### config.mk
export PLATFORM = sky130hd
export DESIGN_NAME = muldiv_unit
export DESIGN_NICKNAME = d
export VERILOG_FILES = /design/src/rtl/muldiv_unit.sv
export SDC_FILE = /design/constraint.sdc
export NUM_CORES = 1
export LEC_CHECK = 0
export ABC_AREA = 0
export CORE_UTILIZATION = 50
export DETAILED_ROUTE_END_ITERATION = 7
export GPL_TIMING_DRIVEN = 0
export PLACE_DENSITY = 0.71
export SKIP_CTS_REPAIR_TIMING = 1
export SLEW_MARGIN = 20
export SYNTH_ARGS = -nofsm -noshare
export SYNTH_HDL_FRONTEND = slang
export SYNTH_SLANG_ARGS = --single-unit
### constraint.sdc
create_clock -name clk -period 9.5 [get_ports clk]
set_clock_uncertainty 0.1 [all_clocks]
set_input_delay 0.95 -clock clk [delete_from_list [all_inputs] [get_ports clk]]
set_output_delay 0.95 -clock clk [all_outputs]
set_load 0.02 [all_outputs]
### src/rtl/muldiv_unit.sv
// muldiv_unit
//   Iterative signed/unsigned multiply/divide unit feeding the HI/LO write
//   path of the multicycle CPU. One accepted operation runs WIDTH shift
//   iterations followed by a single sign-fix cycle, then pulses done.
//
// Ports
//   clk       rising-edge clock
//   reset     asynchronous, active-low reset
//   start     request, sampled only while idle
//   op        00=MULT 01=MULTU 10=DIV 11=DIVU
//   a, b      multiplicand/dividend, multiplier/divisor
//   busy      high from the accept edge to the done edge
//   done      one-cycle pulse, hi/lo/div_zero valid from this cycle
//   div_zero  divide with b==0, held until the next accept
//   hi, lo    MULT: product high/low halves; DIV: remainder/quotient
module muldiv_unit #(
    parameter int WIDTH = 32
) (
    input  logic             clk,
    input  logic             reset,
    input  logic             start,
    input  logic [1:0]       op,
    input  logic [WIDTH-1:0] a,
    input  logic [WIDTH-1:0] b,
    output logic             busy,
    output logic             done,
    output logic             div_zero,
    output logic [WIDTH-1:0] hi,
    output logic [WIDTH-1:0] lo
);

    localparam int CW = $clog2(WIDTH) + 1;

    typedef enum logic [1:0] {
        IDLE = 2'd0,
        RUN  = 2'd1,
        FIX  = 2'd2
    } state_t;

    state_t           state;
    logic             is_div;
    logic             is_signed;
    logic             sign_q;
    logic             sign_r;
    logic [WIDTH-1:0] mag_a;
    logic [WIDTH-1:0] mag_b;
    logic [WIDTH-1:0] work_hi;
    logic [WIDTH-1:0] work_lo;
    logic [CW-1:0]    count;

    logic [WIDTH-1:0]   in_a;
    logic [WIDTH-1:0]   in_b;
    logic [WIDTH-1:0]   addend;
    logic [WIDTH:0]     mul_sum;
    logic [WIDTH:0]     div_shift;
    logic [WIDTH:0]     div_diff;
    logic               div_ge;
    logic [2*WIDTH-1:0] product;
    logic [WIDTH-1:0]   quot;
    logic [WIDTH-1:0]   rem;

    // Operand magnitudes at accept, one shift-add / restoring-divide step
    // on the working registers, and the sign-corrected final results.
    // work_hi:work_lo is the 2W-bit product accumulator for MULT, and the
    // partial remainder : dividend/quotient shift register for DIV.
    // The partial remainder is always below the divisor, so bit W of the
    // trial difference is a clean borrow flag.
    always_comb begin
        in_a = (!op[0] && a[WIDTH-1]) ? -a : a;
        in_b = (!op[0] && b[WIDTH-1]) ? -b : b;

        addend  = work_lo[0] ? mag_a : '0;
        mul_sum = {1'b0, work_hi} + {1'b0, addend};

        div_shift = {work_hi, work_lo[WIDTH-1]};
        div_diff  = div_shift - {1'b0, mag_b};
        div_ge    = ~div_diff[WIDTH];

        product = {work_hi, work_lo};
        quot    = work_lo;
        rem     = work_hi;
        if (is_signed && sign_q) begin
            product = -product;
            quot    = -quot;
        end
        if (is_signed && sign_r) begin
            rem = -rem;
        end
    end

    // Control FSM and datapath registers. hi/lo only change on the fix
    // edge; a divide by zero skips the iterations and leaves them alone.
    always_ff @(posedge clk or negedge reset) begin
        if (!reset) begin
            state     <= IDLE;
            busy      <= 1'b0;
            done      <= 1'b0;
            div_zero  <= 1'b0;
            hi        <= '0;
            lo        <= '0;
            count     <= '0;
            is_div    <= 1'b0;
            is_signed <= 1'b0;
            sign_q    <= 1'b0;
            sign_r    <= 1'b0;
            mag_a     <= '0;
            mag_b     <= '0;
            work_hi   <= '0;
            work_lo   <= '0;
        end else begin
            case (state)
                IDLE: begin
                    done <= 1'b0;
                    if (start) begin
                        is_div    <= op[1];
                        is_signed <= ~op[0];
                        sign_q    <= a[WIDTH-1] ^ b[WIDTH-1];
                        sign_r    <= a[WIDTH-1];
                        mag_a     <= in_a;
                        mag_b     <= in_b;
                        work_hi   <= '0;
                        work_lo   <= op[1] ? in_a : in_b;
                        count     <= '0;
                        busy      <= 1'b1;
                        div_zero  <= 1'b0;
                        state     <= (op[1] && b == '0) ? FIX : RUN;
                    end
                end
                RUN: begin
                    if (is_div) begin
                        work_hi <= div_ge ? div_diff[WIDTH-1:0] : div_shift[WIDTH-1:0];
                        work_lo <= {work_lo[WIDTH-2:0], div_ge};
                    end else begin
                        work_hi <= mul_sum[WIDTH:1];
                        work_lo <= {mul_sum[0], work_lo[WIDTH-1:1]};
                    end
                    count <= count + CW'(1);
                    if (count == CW'(WIDTH - 1)) begin
                        state <= FIX;
                    end
                end
                FIX: begin
                    if (is_div && mag_b == '0) begin
                        div_zero <= 1'b1;
                    end else if (is_div) begin
                        hi <= rem;
                        lo <= quot;
                    end else begin
                        hi <= product[2*WIDTH-1:WIDTH];
                        lo <= product[WIDTH-1:0];
                    end
                    done  <= 1'b1;
                    busy  <= 1'b0;
                    state <= IDLE;
                end
                default: begin
                    state <= IDLE;
                end
            endcase
        end
    end

endmodule
==> results_dict.tcl <==
set metrics [dict create \
    ios 136 \
    rsz0062_at_grt "false" \
    area_growth_pct 17.5 \
    portBuffers 134 \
    rows 63 \
    gp_congestion 0.986 \
    yosysMostFrequentCell "nand2_1" \
    synthTopCellsByCount "256 x nand2_1, 241 x o21ai_0, 207 x dfrtp_1" \
    cellPowerDensity_mw_per_mm2 363 \
    stdcell_count 2428 \
    path_clk_slew_ns 0.06 \
    path_class "reg -> reg" \
    cts_tree "built" \
    dieArea_mm2 0.0316 \
    fin_crit_ns 5.07 \
    grt_pass1_wl_um 81300 \
    synth-edff-count 0 \
    hold_violations 0 \
    chipHeight_um 178 \
    htreeDepth 1 \
    cts_buffers 25 \
    synth_top_area_share_pct 33.6 \
    async_flop_share_pct 100 \
    synth.area.top_cells "dfrtp_1 34%, o21ai_0 7.8%, nand2_1 6.2%, ha_1 5.6%, xnor2_1 5.5%" \
    initial_utilization_pct 51.4 \
    grt_max_degree 89 \
    fin_ws_ns 4.43 \
    setup_viol 0 \
    slew_headroom_pct 21.1 \
    drv_slew 0 \
    p_leak_uw 0.00775 \
    clock_tree.root_cell "clkbuf_16" \
    drtPass1Iterations 5 \
    syn_area_per_cell_um2 8.31 \
    seq_area_mm2 0.00518 \
    nNetsFinal 2161 \
    ys.flop_type "dfrtp_1" \
    drive_above_1_share_pct 5.00 \
    switchingPower_uw 3100 \
    p_total_uw 6580 \
    routed_wl_um 53000 \
    drt_iter0_markers 1338 \
    hold_class "in -> async" \
    dp_slack_ns 4.56 \
    p_int_uw 3490 \
    ys_ff_latch 207 \
    route.detailed.drc 0 \
    die-width_um 178 \
    start_kind "flip-flop" \
    viasPerCell 6.14 \
    fmax_ghz 0.197 \
    grt_pass1_vias 14100 \
    core_mm2 0.0300 \
    critPathArrivalTime_ns 5.39 \
    worst_pin_slew_ns 1.17 \
    n_fill_cell 2781 \
    synth_warnings 0 \
    dpl.hpwl_um 41800 \
    syn_inst 1858 \
    period_share_pct 53.4 \
    combinationalPowerShare_pct 59.1 \
    grt_util_all_layers_pct 33.8 \
    endpoint_kind "flip-flop" \
    swShare_pct 47.0 \
    ant_nets 0 \
    antenna_found_initial 0 \
    n_antenna_cell 0 \
    worstPathRequired_ns 9.82 \
    cts.sinks 207 \
    ir_drop_uv 179 \
    status "finished, final reports clean" \
    netlist_area_mm2 0.0154 \
    yosysUniqueCellTypes 87 \
    clockBufferDepth 3 \
    seqPwrFrac_pct 26.1 \
    multiInputGateArea_mm2 0.00957 \
    num_vias 14900 \
    r2r_slack_ns 4.43 \
    max-cap-violations 0 \
    post_drt_wl_per_cell_um 21.8 \
    clkPwrFrac_pct 14.7 \
    yosysSeqAreaShare_pct 33.6 \
    path_max_fanout 10 \
    syn_nets 1998 \
    dp_cells 2384 \
    clock_latency_ns 0.55 \
    synth_top_area_cell "dfrtp_1" \
    grt_overflow_total 0 \
]
-- layer usage --
metal  GRT usage [%]  wire (um)  vias up  share of wire [%]
met1            47.2      23600     7218                 45
met5               0          0        -                  0
li1                -          -     6963                  -
met4            12.0       1940        0                3.7
met3            4.93       3990       99                7.5
met2            53.0      23500      636                 44
-- layout make-up --
class	instances	share of cell area [%]
plain buffers	103	2.51
clock buffers	38	4.10
clock inverters	6	0.407
inverters	60	1.24
multi-input cells	1488	52.8
flip-flops and latches	207	28.6
well taps	390	2.69
repair buffers	136	7.72
-- cell usage in the layout (no fill, tap or decap), types with 8 or more instances in the layout --
| master | instances |
|---|---|
| and2_1 | 45 |
| inv_1 | 59 |
| o21ai_0 | 241 |
| a31oi_1 | 31 |
| mux2i_1 | 67 |
| o211ai_1 | 11 |
| nor4_1 | 25 |
| dfrtp_1 | 207 |
| nand2_1 | 256 |
| o21bai_1 | 8 |
| o21a_1 | 8 |
| xor2_1 | 71 |
| nor2_1 | 97 |
| xnor2_1 | 97 |
| nor3_1 | 35 |
| nand3_1 | 19 |
| ha_1 | 69 |
| o31ai_1 | 20 |
| or4_1 | 8 |
| a22oi_1 | 18 |
| or3_1 | 11 |
| nor2b_1 | 28 |
| buf_4 | 8 |
| nand2b_1 | 19 |
| nand4_1 | 13 |
| buf_2 | 8 |
| clkbuf_16 | 25 |
| clkdlybuf4s50_1 | 133 |
| and3_1 | 11 |
| a211oi_1 | 31 |
| clkbuf_1 | 80 |
| a21o_1 | 31 |
| a21oi_1 | 107 |
| nor3b_1 | 9 |
-- flip-flops by register name, summed over array words and instances, names as in the netlist, 2 cells and up --
register	cells
hi	32
mag_b	32
lo	32
work_hi	32
count	6
mag_a	32
work_lo	32
state	2
-- worst max-delay path, stage by stage (launching register included) --
cell and delay, ns:
dfrtp_1 0.32, clkbuf_1 0.55, clkbuf_1 0.34, and2_1 0.19, ha_1 0.17, inv_1 0.06
fa_1 0.41, nor2b_1 0.22, o31a_1 0.25, o21ai_1 0.12, a21oi_1 0.51, a311oi_1 0.33
nor3b_1 0.68, a211o_1 0.23, o211ai_1 0.11, or3_1 0.33
-- cell families after synthesis --
kind of cell,Yosys count,share of synthesized area (%)
simple gates,608,19.4
fa+ha+maj,71,5.85
flops,207,33.6
buf+inv,163,4.41
compound gates,569,22.5
mux,72,4.71
xor+xnor,168,9.53
-- metrics by stage --
stage / instance area [um^2] / utilization [%] / TNS [ns] / hold slack, ns
3_3_place_gp: 17300 / 57.5 / -294.20 / 0.356
6_report: 18100 / 60.4 / 0 / 0.209
2_1_floorplan: 15400 / - / 0 / 0.342
4_1_cts: 18100 / 60.4 / 0 / 0.223
3_5_place_dp: 17300 / 57.7 / 0 / 0.362
5_1_grt: 18100 / 60.4 / 0 / 0.255
-- worst paths after layout --
path,start,endpoint,depth (start not counted)
setup / recovery,work_lo[0],work_hi[29],15
hold / removal,reset,hi[8],1
setup reg to reg,work_lo[0],work_hi[29],15
hold reg to reg,hi[11],hi[11],2
max in group asynchronous,reset,lo[14],3
min in group clk,hi[11],hi[11],2
-- power groups by stage --
| stage | logic [uW] | clock network (uW) | registers, uW |
|---|---|---|---|
| 3_5_place_dp | 3820 | 0 | 1710 |
| 4_1_cts | 3850 | 977 | 1700 |
| 5_1_grt | 4270 | 1010 | 1760 |
| 2_1_floorplan | 2590 | 0 | 1720 |
| 6_report | 3890 | 970 | 1720 |
| 3_3_place_gp | 3760 | 0 | 1700 |
Note: power is estimated with default switching activity, not from simulation.
